==> src/rtl/pixel_stream_gen_pkg.sv <==
// Shared encodings for the pixel stream source: pattern modes, one-hot FSM states and
// the running checksum step.
package pixel_stream_gen_pkg;

  typedef enum logic [1:0] {
    MODE_RAMP  = 2'd0,
    MODE_CONST = 2'd1,
    MODE_COORD = 2'd2,
    MODE_CHECK = 2'd3
  } mode_t;

  // One-hot so bench generators can decode the state from a single bit
  typedef enum logic [2:0] {
    ST_IDLE = 3'b001,
    ST_REQ  = 3'b010,
    ST_GAP  = 3'b100
  } state_t;

  function automatic logic [31:0] csum_step(input logic [31:0] sum, input logic [31:0] pix);
    return {sum[30:0], sum[31]} ^ pix;
  endfunction

endpackage

==> src/rtl/pixel_stream_gen_raster_counter.sv <==
// Raster x/y position: advances on each accepted transfer, wraps per line and frame.
// Next-position outputs are combinational; frame_end is a registered one-cycle pulse.
module raster_counter #(
  parameter int unsigned X_W   = 10,
  parameter int unsigned Y_W   = 9,
  parameter int unsigned IMG_W = 640,
  parameter int unsigned IMG_H = 480
) (
  input  logic           clock,
  input  logic           reset,
  input  logic           i_clear,
  input  logic           i_adv,
  output logic [X_W-1:0] o_x,
  output logic [Y_W-1:0] o_y,
  output logic [X_W-1:0] o_nx_x,
  output logic [Y_W-1:0] o_nx_y,
  output logic           o_frame_end
);

  localparam logic [X_W-1:0] X_LAST = X_W'(IMG_W - 1);
  localparam logic [Y_W-1:0] Y_LAST = Y_W'(IMG_H - 1);

  logic [X_W-1:0] r_x;
  logic [Y_W-1:0] r_y;
  logic           r_frame_end;
  logic           w_eol;
  logic           w_eof;

  always_comb begin
    w_eol  = (r_x == X_LAST);
    w_eof  = w_eol && (r_y == Y_LAST);
    o_nx_x = w_eol ? '0 : r_x + 1'b1;
    o_nx_y = w_eof ? '0 : (w_eol ? r_y + 1'b1 : r_y);
  end

  always_ff @(posedge clock) begin
    if (reset) begin
      r_x         <= '0;
      r_y         <= '0;
      r_frame_end <= 1'b0;
    end else begin
      r_frame_end <= i_adv && w_eof;
      if (i_clear) begin
        r_x <= '0;
        r_y <= '0;
      end else if (i_adv) begin
        r_x <= o_nx_x;
        r_y <= o_nx_y;
      end
    end
  end

  assign o_x         = r_x;
  assign o_y         = r_y;
  assign o_frame_end = r_frame_end;

endmodule

==> src/rtl/pixel_stream_gen.sv <==
// Pattern pixel source on the flag/done handshake with counted runs, gaps, abort and timeout.
// Defining CHECKSUM_EN adds a rotating-XOR checksum output over accepted pixels.
module pixel_stream_gen
  import pixel_stream_gen_pkg::*;
#(
  parameter int unsigned PIX_W   = 36,
  parameter int unsigned X_W     = 10,
  parameter int unsigned Y_W     = 9,
  parameter int unsigned IMG_W   = 640,
  parameter int unsigned IMG_H   = 480,
  parameter int unsigned DELAY   = 2,
  parameter int unsigned REPS    = 1000,
  parameter int unsigned START   = 1,
  parameter int unsigned DEL     = 1,
  parameter int unsigned TIMEOUT = 1023
) (
  input  logic             clock,
  input  logic             reset,
  input  logic             start,
  input  logic             abort,
  input  logic [1:0]       mode,
  input  logic             done,
  output logic             flag,
  output logic [PIX_W-1:0] pixel,
  output logic [X_W-1:0]   x,
  output logic [Y_W-1:0]   y,
  output logic             busy,
  output logic             frame_end,
  output logic             run_done,
  output logic             timeout_err,
  output logic [31:0]      xfer_count
`ifdef CHECKSUM_EN
  ,
  output logic [31:0]      checksum
`endif
);

  localparam logic [PIX_W-1:0] START_V  = PIX_W'(START);
  localparam logic [PIX_W-1:0] DEL_V    = PIX_W'(DEL);
  localparam logic [31:0]      LIMIT    = (REPS == 0) ? 32'(IMG_W * IMG_H) : 32'(REPS);
  localparam logic [31:0]      GAP_LAST = 32'(DELAY) - 32'd1;
  localparam logic [31:0]      TO_LAST  = 32'(TIMEOUT) - 32'd1;

  state_t             r_state;
  state_t             w_next;
  mode_t              r_mode;
  logic [PIX_W-1:0]   r_pixel;
  logic [31:0]        r_xfer_count;
  logic [31:0]        r_to_cnt;
  logic [31:0]        r_gap;
  logic               r_run_done;
  logic               r_timeout_err;

  logic               w_accept;
  logic               w_start_acc;
  logic               w_last;
  logic               w_timeout;
  logic [X_W-1:0]     w_nx_x;
  logic [Y_W-1:0]     w_nx_y;
  logic [X_W+Y_W-1:0] w_coord;
  logic [PIX_W-1:0]   w_pix_next;
  logic [PIX_W-1:0]   w_pix_first;

  assign w_accept    = (r_state == ST_REQ) && done;
  assign w_start_acc = (r_state == ST_IDLE) && start;
  assign w_last      = (r_xfer_count + 32'd1) == LIMIT;
  assign w_timeout   = (r_state == ST_REQ) && !done && !abort && (TIMEOUT != 0) && (r_to_cnt == TO_LAST);

  raster_counter #(.X_W(X_W), .Y_W(Y_W), .IMG_W(IMG_W), .IMG_H(IMG_H)) u_raster (
    .clock       (clock),
    .reset       (reset),
    .i_clear     (w_start_acc),
    .i_adv       (w_accept),
    .o_x         (x),
    .o_y         (y),
    .o_nx_x      (w_nx_x),
    .o_nx_y      (w_nx_y),
    .o_frame_end (frame_end)
  );

  // Pattern value for the position the raster moves to on this acceptance
  always_comb begin
    w_coord     = {w_nx_y, w_nx_x};
    w_pix_next  = r_pixel;
    w_pix_first = (mode_t'(mode) == MODE_COORD) ? '0 : START_V;
    case (r_mode)
      MODE_RAMP:  w_pix_next = r_pixel + DEL_V;
      MODE_CONST: w_pix_next = START_V;
      MODE_COORD: w_pix_next = PIX_W'(w_coord);
      MODE_CHECK: w_pix_next = (w_nx_x[3] ^ w_nx_y[3]) ? ~START_V : START_V;
      default:    w_pix_next = r_pixel;
    endcase
  end

  always_ff @(posedge clock) begin
    if (reset) r_state <= ST_IDLE;
    else       r_state <= w_next;
  end

  always_comb begin
    w_next = r_state;
    flag   = (r_state == ST_REQ);
    busy   = (r_state != ST_IDLE);
    case (r_state)
      ST_IDLE: if (start) w_next = ST_REQ;
      ST_REQ: begin
        if (abort)          w_next = ST_IDLE;
        else if (done)      w_next = w_last ? ST_IDLE : ((DELAY == 0) ? ST_REQ : ST_GAP);
        else if (w_timeout) w_next = ST_IDLE;
      end
      ST_GAP: begin
        if (abort)                 w_next = ST_IDLE;
        else if (r_gap == GAP_LAST) w_next = ST_REQ;
      end
      default: w_next = ST_IDLE;
    endcase
  end

  always_ff @(posedge clock) begin
    if (reset) begin
      r_mode        <= MODE_RAMP;
      r_pixel       <= START_V;
      r_xfer_count  <= '0;
      r_to_cnt      <= '0;
      r_gap         <= '0;
      r_run_done    <= 1'b0;
      r_timeout_err <= 1'b0;
    end else begin
      r_run_done <= w_accept && w_last && !abort;
      r_to_cnt   <= ((r_state != ST_REQ) || done) ? 32'd0 : r_to_cnt + 32'd1;
      r_gap      <= (r_state == ST_GAP) ? r_gap + 32'd1 : 32'd0;
      if (w_start_acc) begin
        r_mode        <= mode_t'(mode);
        r_pixel       <= w_pix_first;
        r_xfer_count  <= '0;
        r_timeout_err <= 1'b0;
      end else if (w_accept) begin
        r_xfer_count <= r_xfer_count + 32'd1;
        r_pixel      <= w_pix_next;
      end else if (w_timeout) begin
        r_timeout_err <= 1'b1;
      end
    end
  end

  assign pixel       = r_pixel;
  assign run_done    = r_run_done;
  assign timeout_err = r_timeout_err;
  assign xfer_count  = r_xfer_count;

`ifdef CHECKSUM_EN
  logic [31:0] r_checksum;

  always_ff @(posedge clock) begin
    if (reset)            r_checksum <= '0;
    else if (w_start_acc) r_checksum <= '0;
    else if (w_accept)    r_checksum <= csum_step(r_checksum, 32'(r_pixel));
  end

  assign checksum = r_checksum;
`endif

endmodule

==> config.mk <==
export PLATFORM = sky130hd
export DESIGN_NAME = pixel_stream_gen
export DESIGN_NICKNAME = d
export VERILOG_FILES = /design/src/rtl/pixel_stream_gen_pkg.sv /design/src/rtl/pixel_stream_gen_raster_counter.sv /design/src/rtl/pixel_stream_gen.sv
export SDC_FILE = /design/constraint.sdc
export NUM_CORES = 1
export LEC_CHECK = 0
export BUFFER_PORTS_ARGS = -buffer_cell sky130_fd_sc_hd__buf_2
export CAP_MARGIN = 0
export CORE_AREA = 2 2 149 151
export CTS_CLUSTER_DIAMETER = 80
export DETAILED_ROUTE_END_ITERATION = 10
export DIE_AREA = 0 0 151 153
export HOLD_SLACK_MARGIN = 0.03
export PLACE_DENSITY = 0.6
export SLEW_MARGIN = 10
export SYNTH_ARGS = -nofsm -noshare
export SYNTH_HDL_FRONTEND = slang
export SYNTH_SLANG_ARGS = --single-unit
export TNS_END_PERCENT = 10
==> constraint.sdc <==
create_clock -name clock -period 3 [get_ports clock]
set_input_delay 0.3 -clock clock [delete_from_list [all_inputs] [get_ports clock]]
set_output_delay 0.3 -clock clock [all_outputs]
set_load 0.01 [all_outputs]
==> results_tabular.tex <==
\begin{tabular}{lr}
\hline
Metric & Value \\
\hline
\multicolumn{2}{l}{\textbf{Placement}} \\
Placed wire-length estimate & 15800 um \\
Number of cells in the design after placement & 1440 \\
Final estimated routing congestion in global placement & approximately 0.87 \\
Input/output buffers & 98 \\
Cell Area, Placed & about 9300 um\^{}2 \\
\multicolumn{2}{l}{\textbf{Synthesis}} \\
Number of distinct library cells after synthesis & 64 \\
Cell count after synthesis & 1086 \\
Netlist Area Pre-Place & around 8500 um\^{}2 \\
Post-synth top area share & 37.5\% \\
Register bit count reported by yosys & around 160 \\
Yosys warning count & 0 \\
Share of synthesized registers carrying an async set or reset & 0\% \\
Largest cells by area after synthesis & sky130\_fd\_sc\_hd\_\_dfxtp\_1 38\%, sky130\_fd\_sc\_hd\_\_nor2\_1 7.0\%, sky130\_fd\_sc\_hd\_\_xor2\_1 6.9\%, sky130\_fd\_sc\_hd\_\_xnor2\_1 4.5\%, sky130\_fd\_sc\_hd\_\_nand2\_1 4.2\% \\
Net Count, Synth & 1102 \\
Register area share after synthesis & 37.5\% \\
Yosys top cell by area & sky130\_fd\_sc\_hd\_\_dfxtp\_1 \\
Average instance area after synthesis & 7.81 um\^{}2 \\
EDFF count, synth & 0 \\
Dominant synthesized flop cell & sky130\_fd\_sc\_hd\_\_dfxtp\_1 \\
\multicolumn{2}{l}{\textbf{Pwr}} \\
Static Leak & approximately 3.6 nW \\
Peak supply drop & 0.384 mV \\
Power density cells & 457 nW/um\^{}2 \\
\multicolumn{2}{l}{\textbf{Run}} \\
Max Cap Violations & 0 \\
\multicolumn{2}{l}{\textbf{STA}} \\
Clock Skews & 0.00761 ns \\
Final number of setup-violating endpoints & 0 \\
Sum of negative setup slack & 0 ns \\
Setup repair after global routing missed its margin & false \\
Share of the cycle needed by the critical path after routing & 89.7\% \\
Max-slew violations & 0 \\
Tightest hold margin & 0.0814 ns \\
Shortest clock period the worst path allows after layout & about 2.7 ns \\
F\_max & 0.372 GHz \\
Hold violation count in the final report & 0 \\
Max-slew headroom at the worst pin & 29.9\% \\
Least-Margin Pin Slew & 1.05 ns \\
\multicolumn{2}{l}{\textbf{Routing}} \\
Count of TritonRoute iterations in the first routing pass & 5 \\
Number of remaining DRC errors & 0 \\
Via count & 8028 \\
1st-iter DRT viols & 502 \\
Number of nets with antenna violations after detailed routing & 0 \\
Via-to-Cell Ratio & 5.46 \\
Final wirelength & 22200 um \\
Average wire per standard cell & 15.1 um \\
\multicolumn{2}{l}{\textbf{Finish}} \\
Area grow syn2layout & 17.0\% \\
Fill cell count & 2186 \\
Share of layout cells above drive strength 1 & 14.5\% \\
Diode count & 0 \\
Most frequent cells in the layout & 159 x sky130\_fd\_sc\_hd\_\_dfxtp\_1, 158 x sky130\_fd\_sc\_hd\_\_nor2\_1, 98 x sky130\_fd\_sc\_hd\_\_buf\_2, 95 x sky130\_fd\_sc\_hd\_\_nand2\_1, 71 x sky130\_fd\_sc\_hd\_\_nand3\_1 \\
Layout Cells excl Fill & 1471 \\
Net total in the final layout & 1195 \\
Design area & between 9000 and 10000 um\^{}2 \\
Commonest non-fill, non-tap cell in the layout & sky130\_fd\_sc\_hd\_\_dfxtp\_1 \\
\multicolumn{2}{l}{\textbf{Die}} \\
Die Footprint & roughly 23000 um\^{}2 \\
Effective utilization at floorplan & 39.5\% \\
Die Y-Extent & 153 um \\
Site row count & 54 \\
Core Region & between 20000 and 25000 um\^{}2 \\
I/O Pins & 99 \\
Die W & 151 um \\
\multicolumn{2}{l}{\textbf{Setup path}} \\
Worst setup path category & reg2reg \\
Most frequent cell on the critical path & sky130\_fd\_sc\_hd\_\_or3\_4 \\
Data arrival time of the critical path & 3.07 ns \\
Cells along the critical path & ha\_1 -> nand3\_4 -> or3\_4 -> or3\_4 -> a221oi\_4 -> buf\_4 -> a21oi\_1 -> o21ai\_1 -> a22o\_1 \\
Critical path buffers and inverters & 1 \\
Type of origin of the critical path & register \\
Master of the slowest instance on the critical path & sky130\_fd\_sc\_hd\_\_or3\_4 \\
Required time at the worst-slack endpoint & 3.38 ns \\
CP Capture Type & register \\
Top fanout value on the critical path & 13 \\
Cell family with most CP delay & simple AND/OR/NAND/NOR gates \\
Critical Path Max Stage Delay & just under 0.5 ns \\
\multicolumn{2}{l}{\textbf{Clock network}} \\
Count of buffers added by post-CTS timing repair for setup & 0 \\
Hold-fix buffers, CTS & 0 \\
Source-to-sink clock delay at the later pin of the worst-skew pair & 0.43 ns \\
Max Root-Sink Buffers & 2 \\
TritonCTS Buffers & 17 \\
Clock Pin Slew Worst Setup and Hold Paths & 0.07 ns \\
Post-CTS sizing & 0 \\
CTS tree & done \\
Cell chosen for the clock root & sky130\_fd\_sc\_hd\_\_clkbuf\_16 \\
Number of levels in the clock H-tree & 4 \\
Total number of clock tree sinks & 159 \\
\multicolumn{2}{l}{\textbf{Global route}} \\
GR Overflow Total & 0 \\
Antenna violations before repair & 0 \\
Overall Global Routing Usage & 19.5\% \\
Global-route wire length before repair & 37100 um \\
Maximum number of pins on one net before global-route repair & 40 \\
Number of global-route vias before repair & just over 7k \\
\multicolumn{2}{l}{\textbf{Hold path}} \\
Kind of path behind the tightest hold check & in2reg \\
\multicolumn{2}{l}{\textbf{Status}} \\
Run status & finished clean \\
\hline
\end{tabular}
-- layout make-up --
class | count | area [um^2] | share of cell area [%]
multi-input combinational | 855 | 5030 | 50.7
tap | 280 | 350 | 3.53
clock buffer | 17 | 425 | 4.28
clock inverter | 14 | 158 | 1.59
sequential | 159 | 3180 | 32.1
inverter | 19 | 71.3 | 0.718
timing repair buffer | 127 | 708 | 7.13
-- report_power, final --
group          total [mW]  leakage (nW)  switching (mW)  internal, mW
clock                2.18         0.283           0.945          1.24
combinational       0.220          2.03           0.152        0.0682
sequential           2.14          1.28          0.0183          2.12
-- worst register-to-register path: cells and delay by family, from the launching register on --
kind	cells	cell delay, ns
simple gates	3	1.05
fa+ha+maj	1	0.25
compound gates	4	0.77
flops	1	0.33
buf+inv	1	0.23
-- flip-flops by register name, summed over array words and instances (netlist names) --
name and flops:
pixel 36, r_gap 32, r_to_cnt 32, xfer_count 32
u_raster.o_x 10, u_raster.o_y 9, r_state 3, r_mode 2
run_done 1, timeout_err 1, u_raster.o_frame_end 1
-- cell families after synthesis --
logic type,synth area share [%]
AND/OR/NAND/NOR,30.6
AO/OA/AOI/OAI,15.2
flip-flops,37.5
XOR/XNOR,11.5
buffers and inverters,3.27
adder cells (fa/ha/maj),1.33
multiplexers,0.604
-- final timing paths --
check	from	end	slack, ns	cells after the start
setup / recovery	u_raster.o_x[0]	pixel[19]	0.31	9
hold / removal	mode[1]	pixel[0]	0.08	2
setup reg to reg	u_raster.o_x[0]	pixel[19]	0.31	9
hold reg to reg	pixel[1]	pixel[1]	0.48	2
-- per-stage QoR --
step	setup slack (ns)	utilization (%)	total power [mW]
finish	0.310	46.2	4.54
global route	0.0201	46.2	4.71
CTS	0.313	46.2	4.58
detailed placement	0.334	43.5	2.41
global placement	0.341	43.5	2.40
floorplan	0.349	-	2.33
-- metal layers --
metal	wire (um)	vias up	global-route usage (%)
met5	0	-	0
met1	10800	3767	27.3
met3	1090	25	4.36
met4	309	0	5.16
met2	9930	179	30.3
li1	-	4057	-
-- cell usage after synthesis, types with 8 or more instances --
cell	count
sky130_fd_sc_hd__dfxtp_1	159
sky130_fd_sc_hd__nor2_1	158
sky130_fd_sc_hd__nand2_1	95
sky130_fd_sc_hd__nand3_1	71
sky130_fd_sc_hd__xor2_1	67
sky130_fd_sc_hd__o21ai_0	62
sky130_fd_sc_hd__a21oi_1	60
sky130_fd_sc_hd__clkbuf_1	49
sky130_fd_sc_hd__xnor2_1	44
sky130_fd_sc_hd__nand4_1	41
sky130_fd_sc_hd__nor3_1	36
sky130_fd_sc_hd__and3_1	25
sky130_fd_sc_hd__or3_1	23
sky130_fd_sc_hd__inv_1	19
sky130_fd_sc_hd__nor4_1	17
sky130_fd_sc_hd__and4_1	14
sky130_fd_sc_hd__o21ai_1	10
sky130_fd_sc_hd__a22o_1	9
sky130_fd_sc_hd__a31oi_1	9
sky130_fd_sc_hd__ha_1	9
sky130_fd_sc_hd__nor2b_1	8
(Power assumes the default switching activity.)
